$ cat config.mk
export PLATFORM = sky130hd
export DESIGN_NAME = aftab_csr_regfile_ext_flat
export DESIGN_NICKNAME = d
export VERILOG_FILES = /design/src/rtl/aftab_csr_pkg.sv /design/src/rtl/aftab_csr_regfile_ext_if.sv /design/src/rtl/aftab_csr_regfile_ext_counter.sv /design/src/rtl/aftab_csr_regfile_ext.sv /design/src/flat_wrapper.sv
export SDC_FILE = /design/constraint.sdc
export NUM_CORES = 2
export LEC_CHECK = 0
export BUFFER_PORTS_ARGS = -buffer_cell sky130_fd_sc_hd__buf_2
export CAP_MARGIN = 40
export CORE_MARGIN = 2
export CORE_UTILIZATION = 26
export CTS_CLUSTER_DIAMETER = 120
export DETAILED_ROUTE_END_ITERATION = 12
export PLACE_DENSITY = 0.38
export SYNTH_ARGS = -nofsm -noshare
export SYNTH_HDL_FRONTEND = slang
export SYNTH_SLANG_ARGS = --single-unit
$ cat constraint.sdc
create_clock -name clk -period 43.1 [get_ports clk]
set_input_delay 0 -clock clk [delete_from_list [all_inputs] [get_ports clk]]
set_output_delay 0 -clock clk [all_outputs]
set_load 0.02 [all_outputs]
$ cat src/rtl/aftab_csr_pkg.sv
// Shared constants for the AFTAB machine-mode CSR bank.
// Operation encodings, default CSR indices and MSTATUS bit positions.
package aftab_csr_pkg;

    typedef enum logic [1:0] {
        CSR_NONE  = 2'b00,
        CSR_WRITE = 2'b01,
        CSR_SET   = 2'b10,
        CSR_CLEAR = 2'b11
    } csr_op_e;

    localparam int DEF_MSTATUS_IDX  = 16;
    localparam int DEF_MEPC_IDX     = 17;
    localparam int DEF_MCAUSE_IDX   = 18;
    localparam int DEF_MCYCLE_IDX   = 19;
    localparam int DEF_MCYCLEH_IDX  = 20;
    localparam int DEF_INT_MODE_BIT = 7;

    localparam int MIE_BIT  = 3;
    localparam int MPIE_BIT = 7;

    localparam logic [31:0] DEF_MSTATUS_WMASK = 32'h0000_1888;

endpackage

$ cat src/rtl/aftab_csr_regfile_ext_if.sv
// CSR bank bus: operand path in, old-value read and trap/MRET status out.
// The datapath side is the master, the register bank is the slave.
interface aftab_csr_regfile_ext_if #(
    parameter int len    = 32,
    parameter int ADDR_W = 5
);

    logic [1:0]        csrOp;
    logic [ADDR_W-1:0] addressRegBank;
    logic [len-1:0]    inputRegBank;
    logic [len-1:0]    outRegBank;
    logic              trapEntry;
    logic [len-1:0]    trapMepc;
    logic [len-1:0]    trapMcause;
    logic              mretExec;
    logic              writeDropped;
    logic              MSTATUS_INT_MODE;
    logic              mieOut;
    logic [len-1:0]    mepcOut;

    modport master (
        output csrOp, addressRegBank, inputRegBank,
        output trapEntry, trapMepc, trapMcause, mretExec,
        input  outRegBank, writeDropped,
        input  MSTATUS_INT_MODE, mieOut, mepcOut
    );

    modport slave (
        input  csrOp, addressRegBank, inputRegBank,
        input  trapEntry, trapMepc, trapMcause, mretExec,
        output outRegBank, writeDropped,
        output MSTATUS_INT_MODE, mieOut, mepcOut
    );

endinterface

$ cat src/rtl/aftab_csr_regfile_ext_counter.sv
// Free-running 2*len-bit cycle counter with independent half loads.
// A loaded half takes val_i; the other half keeps the incremented value.
module aftab_csr_counter #(
    parameter int len = 32
) (
    input  logic           clk,
    input  logic           rst,
    input  logic           ldLo_i,
    input  logic           ldHi_i,
    input  logic [len-1:0] val_i,
    output logic [len-1:0] lo_o,
    output logic [len-1:0] hi_o
);

    logic [2*len-1:0] cnt_q;
    logic [2*len-1:0] cnt_d;
    logic [2*len-1:0] inc;

    assign inc = cnt_q + (2*len)'(1);

    always_comb begin
        cnt_d = inc;
        if (ldLo_i) cnt_d[len-1:0]     = val_i;
        if (ldHi_i) cnt_d[2*len-1:len] = val_i;
    end

    always_ff @(posedge clk or posedge rst) begin
        if (rst) cnt_q <= '0;
        else     cnt_q <= cnt_d;
    end

    assign lo_o = cnt_q[len-1:0];
    assign hi_o = cnt_q[2*len-1:len];

endmodule

$ cat src/rtl/aftab_csr_regfile_ext.sv
// Machine-mode CSR bank: atomic write/set/clear with registered old-value
// read, trap-entry and MRET updates of MSTATUS/MEPC/MCAUSE, cycle counter.
module aftab_csr_regfile_ext
    import aftab_csr_pkg::*;
#(
    parameter int len          = 32,
    parameter int ADDR_W       = 5,
    parameter int MSTATUS_IDX  = DEF_MSTATUS_IDX,
    parameter int MEPC_IDX     = DEF_MEPC_IDX,
    parameter int MCAUSE_IDX   = DEF_MCAUSE_IDX,
    parameter int MCYCLE_IDX   = DEF_MCYCLE_IDX,
    parameter int MCYCLEH_IDX  = DEF_MCYCLEH_IDX,
    parameter logic [len-1:0] MSTATUS_WMASK = len'(DEF_MSTATUS_WMASK),
    parameter int INT_MODE_BIT = DEF_INT_MODE_BIT
) (
    input logic clk,
    input logic rst,
    aftab_csr_regfile_ext_if.slave bus
);

    localparam int DEPTH = 2**ADDR_W;
    typedef logic [ADDR_W-1:0] idx_t;

    localparam idx_t A_MST  = idx_t'(MSTATUS_IDX);
    localparam idx_t A_MEPC = idx_t'(MEPC_IDX);
    localparam idx_t A_MCS  = idx_t'(MCAUSE_IDX);
    localparam idx_t A_CYC  = idx_t'(MCYCLE_IDX);
    localparam idx_t A_CYCH = idx_t'(MCYCLEH_IDX);

    logic [len-1:0] regs_q [DEPTH];
    logic [len-1:0] regs_d [DEPTH];
    logic [len-1:0] out_q;
    logic           wd_q;

    logic [len-1:0] rdVal;
    logic [len-1:0] newVal;
    logic [len-1:0] cntLo;
    logic [len-1:0] cntHi;
    logic           swWe;
    logic           ldLo;
    logic           ldHi;
    csr_op_e        op;
    idx_t           addr;

    assign op   = csr_op_e'(bus.csrOp);
    assign addr = bus.addressRegBank;

    always_comb begin
        rdVal = regs_q[addr];
        if (addr == '0)         rdVal = '0;
        else if (addr == A_CYC)  rdVal = cntLo;
        else if (addr == A_CYCH) rdVal = cntHi;
    end

    // set/clear with a zero operand is treated as no write at all
    always_comb begin
        newVal = bus.inputRegBank;
        swWe   = 1'b0;
        unique case (op)
            CSR_NONE:  swWe = 1'b0;
            CSR_WRITE: swWe = 1'b1;
            CSR_SET: begin
                newVal = rdVal | bus.inputRegBank;
                swWe   = |bus.inputRegBank;
            end
            CSR_CLEAR: begin
                newVal = rdVal & ~bus.inputRegBank;
                swWe   = |bus.inputRegBank;
            end
        endcase
        if (bus.trapEntry || addr == '0) swWe = 1'b0;
    end

    assign ldLo = swWe && (addr == A_CYC);
    assign ldHi = swWe && (addr == A_CYCH);

    always_comb begin
        regs_d = regs_q;
        if (swWe && !ldLo && !ldHi)
            regs_d[addr] = (addr == A_MST) ? (newVal & MSTATUS_WMASK)
                                           : newVal;
        if (bus.trapEntry) begin
            regs_d[A_MEPC]           = bus.trapMepc;
            regs_d[A_MCS]            = bus.trapMcause;
            regs_d[A_MST][MPIE_BIT]  = regs_q[A_MST][MIE_BIT];
            regs_d[A_MST][MIE_BIT]   = 1'b0;
        end else if (bus.mretExec) begin
            regs_d[A_MST][MIE_BIT]   = regs_q[A_MST][MPIE_BIT];
            regs_d[A_MST][MPIE_BIT]  = 1'b1;
        end
    end

    always_ff @(posedge clk or posedge rst) begin
        if (rst) begin
            for (int i = 0; i < DEPTH; i++) regs_q[i] <= '0;
            out_q <= '0;
            wd_q  <= 1'b0;
        end else begin
            regs_q <= regs_d;
            out_q  <= rdVal;
            wd_q   <= bus.trapEntry && (op != CSR_NONE);
        end
    end

    aftab_csr_counter #(.len(len)) u_cnt (
        .clk    (clk),
        .rst    (rst),
        .ldLo_i (ldLo),
        .ldHi_i (ldHi),
        .val_i  (newVal),
        .lo_o   (cntLo),
        .hi_o   (cntHi)
    );

    assign bus.outRegBank       = out_q;
    assign bus.writeDropped     = wd_q;
    assign bus.MSTATUS_INT_MODE = regs_q[A_MST][INT_MODE_BIT];
    assign bus.mieOut           = regs_q[A_MST][MIE_BIT];
    assign bus.mepcOut          = regs_q[A_MEPC];

endmodule

$ cat src/flat_wrapper.sv
// flat-port wrapper written by rule: the top's interface ports become plain ports
module aftab_csr_regfile_ext_flat import aftab_csr_pkg::*;
#(
    parameter int len          = 32,
    parameter int ADDR_W       = 5,
    parameter int MSTATUS_IDX  = DEF_MSTATUS_IDX,
    parameter int MEPC_IDX     = DEF_MEPC_IDX,
    parameter int MCAUSE_IDX   = DEF_MCAUSE_IDX,
    parameter int MCYCLE_IDX   = DEF_MCYCLE_IDX,
    parameter int MCYCLEH_IDX  = DEF_MCYCLEH_IDX,
    parameter logic [len-1:0] MSTATUS_WMASK = len'(DEF_MSTATUS_WMASK),
    parameter int INT_MODE_BIT = DEF_INT_MODE_BIT
)
  (clk, rst, bus_csrOp, bus_addressRegBank, bus_inputRegBank, bus_trapEntry, bus_trapMepc, bus_trapMcause, bus_mretExec, bus_outRegBank, bus_writeDropped, bus_MSTATUS_INT_MODE, bus_mieOut, bus_mepcOut);
  aftab_csr_regfile_ext_if #(.len(len), .ADDR_W(ADDR_W)) bus_i ();
  input logic clk;
  input logic rst;
  input wire logic [$bits(bus_i.csrOp)-1:0] bus_csrOp;
  input wire logic [$bits(bus_i.addressRegBank)-1:0] bus_addressRegBank;
  input wire logic [$bits(bus_i.inputRegBank)-1:0] bus_inputRegBank;
  input wire logic [$bits(bus_i.trapEntry)-1:0] bus_trapEntry;
  input wire logic [$bits(bus_i.trapMepc)-1:0] bus_trapMepc;
  input wire logic [$bits(bus_i.trapMcause)-1:0] bus_trapMcause;
  input wire logic [$bits(bus_i.mretExec)-1:0] bus_mretExec;
  output wire logic [$bits(bus_i.outRegBank)-1:0] bus_outRegBank;
  output wire logic [$bits(bus_i.writeDropped)-1:0] bus_writeDropped;
  output wire logic [$bits(bus_i.MSTATUS_INT_MODE)-1:0] bus_MSTATUS_INT_MODE;
  output wire logic [$bits(bus_i.mieOut)-1:0] bus_mieOut;
  output wire logic [$bits(bus_i.mepcOut)-1:0] bus_mepcOut;
  assign bus_i.csrOp = bus_csrOp;
  assign bus_i.addressRegBank = bus_addressRegBank;
  assign bus_i.inputRegBank = bus_inputRegBank;
  assign bus_i.trapEntry = bus_trapEntry;
  assign bus_i.trapMepc = bus_trapMepc;
  assign bus_i.trapMcause = bus_trapMcause;
  assign bus_i.mretExec = bus_mretExec;
  assign bus_outRegBank = bus_i.outRegBank;
  assign bus_writeDropped = bus_i.writeDropped;
  assign bus_MSTATUS_INT_MODE = bus_i.MSTATUS_INT_MODE;
  assign bus_mieOut = bus_i.mieOut;
  assign bus_mepcOut = bus_i.mepcOut;
  aftab_csr_regfile_ext #(.len(len), .ADDR_W(ADDR_W), .MSTATUS_IDX(MSTATUS_IDX), .MEPC_IDX(MEPC_IDX), .MCAUSE_IDX(MCAUSE_IDX), .MCYCLE_IDX(MCYCLE_IDX), .MCYCLEH_IDX(MCYCLEH_IDX), .MSTATUS_WMASK(MSTATUS_WMASK), .INT_MODE_BIT(INT_MODE_BIT)) u_core (.clk(clk), .rst(rst), .bus(bus_i));
endmodule
==> summary.txt <==
Clock network
  • Clock slew seen by the registers of the worst setup and hold paths: 60 ps
  • Root Driver: clkbuf_16
  • TritonCTS clock tree: built
  • H-tree depth: 4
  • Clock Latency Late Sink: 790 ps
  • Setup bufs post-CTS: 0
  • Cts hold-fix bufs: 216
  • CTS Buffer Depth: 3
  • Post-CTS sizing: 0
  • Clock sinks: 1116
  • CTS Buf Count: 135

Placed design
  • Final HPWL DP: 116000 um
  • Dpl ws: 38210 ps
  • GPL Wtd Cong: 0.797
  • DP Area: 52900 um2
  • Placed Cells: 6843
  • Port Buf Inserts: 173

Die
  • Full die area: 194000 um2
  • Initial Util: 26.1%
  • Core area: 190000 um2
  • Cell row count: 160
  • # IOs: 174
  • Die X: 440 um
  • Die Y: 440 um

Timing
  • Worst slew pin tran: 1050 ps
  • Fmax: 0.223 GHz
  • Final Hold Fails: 0
  • Final count of pins violating max slew: 0
  • Final setup fails: 0
  • Final hold slack: 64.8 ps
  • Setup TNS: 0 ps
  • RSZ-0062 raised after global routing: false
  • Tmin final: 4480 ps
  • Setup Skew: 30.4 ps
  • Final setup margin: 38620 ps
  • Rel. slew slack: 29.8%
  • Period utilization: 10.4%

Layout
  • Share of cells above drive strength 1: 17.6%
  • Fin cells: 7307
  • Area Overhead vs Synth: 20.7%
  • Fin util: 31.5%
  • Nets: 4793
  • Final instance area: 59700 um2

Global routing
  • GR met1 Demand/Resource: 25.6%
  • Gr usage total: 19.6%
  • Vias in the first global route: 36676
  • Total gr overflow: 0
  • Busiest grt layer: met2
  • First-pass GRT wire length: 275000 um
  • Pin count of the biggest net entering global routing: 152
  • Antenna violations before repair: 10
  • Met2 usage: 33.1%
  • GRT met3 Usage: 2.53%

Pwr
  • Power per Cell Area: 50.8 nW/um2
  • P_leak: 25.7 nW
  • IR drop worst, VDD: 33.9 uV
  • Power, Total: 3.03 mW

Critical path
  • Crit path DAT: 5200 ps
  • CP Cell Sequence: dlygate4sd3_1, buf_2, nor4_1, nand4_1, nor3_2, nor3_2, buf_4, a21oi_4, buf_4, a22oi_1, dlygate4sd3_1, o21ai_0, dlygate4sd3_1
  • Top cell by count, worst path: dlygate4sd3_1
  • Max incr delay on CP: 660 ps
  • Required time worst endpoint: 43820 ps
  • Worst Setup SP: bus_inputRegBank[15]
  • Worst R2R End: u_core.bus.MSTATUS_INT_MODE$_DFFE_PP0P_
  • Crit Path Category: primary input to flip-flop
  • CP endpoint kind: flip-flop
  • Critical path launch point type: primary input
  • Critical Path Sink: u_core.regs_q[423]$_DFFE_PP0P_
  • Worst R2R Path Depth: 9
  • RR Startpoint: u_core.regs_q[263]$_DFFE_PP0P_
  • R2r setup slk: 39350 ps
  • CP max-delay cell: nor4_1
  • Critical Path Fanout Max: 26

Detailed routing
  • Vias/cell: 4.86
  • DR WL/cell: 25.9 um
  • Final wirelength: 189000 um
  • Final ANT Viol Nets: 0
  • DRC viols: 0
  • Routed via count: 35538
  • DR iter-0 viols: 2569
  • Drt pass-1 iters: 8

Synth
  • Mapped Nets: 4650
  • Distinct cells, synth: 59
  • Async S/R FF share, synth: 100%
  • Syn_area_per_cell: 10.9 um2
  • Number of synthesized flops with an enable pin: 0
  • Sequential area share after synthesis: 56.5%
  • Yosys warns: 0
  • Most used DFF post-synth: dfrtp_1
  • Flops & latches, synth: 1116
  • Share of the synthesized area in the top cell type: 56.5%
  • Gate Count Post-Synth: 4542
  • Synth area leader: dfrtp_1
  • Cell Area, Synth: 49400 um2
  • Synth area leaders: dfrtp_1 57%, mux4_2 11%, a21oi_1 5.1%

Outcome
  • Status: finished clean

Worst hold path
  • Worst Hold Class: primary input to flip-flop
  • HP Start: bus_inputRegBank[12]

Job
  • Max-Cap Viols: 0
Yosys cell counts (all sizes together), types with 48 or more instances:
library cell	count
a21oi	501
o21ai	488
clkbuf	354
a22oi	89
mux4	234
buf	179
nand2	477
nor2	533
dfrtp	1116
o22ai	54
mux2i	106
nor3	48
metal layers:
metal / vias up / part of all wire (%)
met3: 264 / 3.4
met2: 750 / 49
li1: 16183 / -
met4: 2 / 3.7
met1: 18339 / 43
met5: - / 0.0095
state kept, by name, summed over array words and instances (netlist names):
register	flops
u_core.regs_q	985
u_core.u_cnt.cnt_q	64
u_core.bus.mepcOut	32
u_core.bus.outRegBank	32
u_core.bus.MSTATUS_INT_MODE	1
u_core.bus.mieOut	1
u_core.bus.writeDropped	1
logic make-up (layout without fill, tap and decap cells):
logic type | Yosys count | count (layout) | share of synthesized area (%)
AO/OA/AOI/OAI | 1232 | 1232 | 13.8
XOR/XNOR | 62 | 62 | 1.10
adder cells (fa/ha/maj) | 1 | 1 | 0.0253
buffers and inverters | 549 | 800 | 4.99
flip-flops | 1116 | 1116 | 56.5
multiplexers | 342 | 342 | 12.9
other | 0 | 3 | 0
AND/OR/NAND/NOR | 1240 | 1240 | 10.8
critical path, delay by kind of cell:
family	cells	cell delay [ps]
AO/OA/AOI/OAI	3	590
AND/OR/NAND/NOR	4	1850
buffers and inverters	6	2700
worst min path at each step:
| stage | end | depth (start not counted) |
|---|---|---|
| 2_1_floorplan | u_core.bus.mepcOut[31]$_DFFE_PP0P_ | 2 |
| 3_3_place_gp | u_core.bus.outRegBank[8]$_DFF_PP0_ | 2 |
| 3_5_place_dp | u_core.bus.outRegBank[8]$_DFF_PP0_ | 2 |
| 4_1_cts | u_core.regs_q[436]$_DFFE_PP0P_ | 4 |
| 5_1_grt | u_core.regs_q[140]$_DFFE_PP0P_ | 4 |
| 6_report | u_core.regs_q[780]$_DFFE_PP0P_ | 4 |
layout make-up:
class                   count  area, um2
multi-input cells        2877      19300
diodes                      3       7.51
inverters                  16       67.6
clock buffers             203       3980
well taps                2511       3140
repair buffers            539       4570
fillers                 19307     130000
clock inverters            42        654
flip-flops and latches   1116      27900
cell usage in the layout, fill, tap and decap left out, types with 17 or more instances in the layout:
cell type and count:
clkbuf_1 36, clkbuf_8 30, dfrtp_1 1116, clkbuf_16 137, and3_1 19, clkinv_2 17
a211oi_1 21, nand3_1 42, a22oi_1 86, nor2b_1 38, nand2_1 462, o22ai_1 54
nor3_1 31, mux4_2 234, mux2i_1 106, dlygate4sd3_1 216, o22a_1 19, o21ai_0 474
nor2_1 527, a21oi_1 481, xor2_1 26, buf_2 172, buf_4 116, nand4_1 20
xnor2_1 36
where the power goes:
part / switching (mW) / internal (mW)
combinational: 0.264 / 0.220
sequential: 0.114 / 1.23
clock: 0.484 / 0.714
total: 0.863 / 2.17
Power figures use the tool's default switching activity.
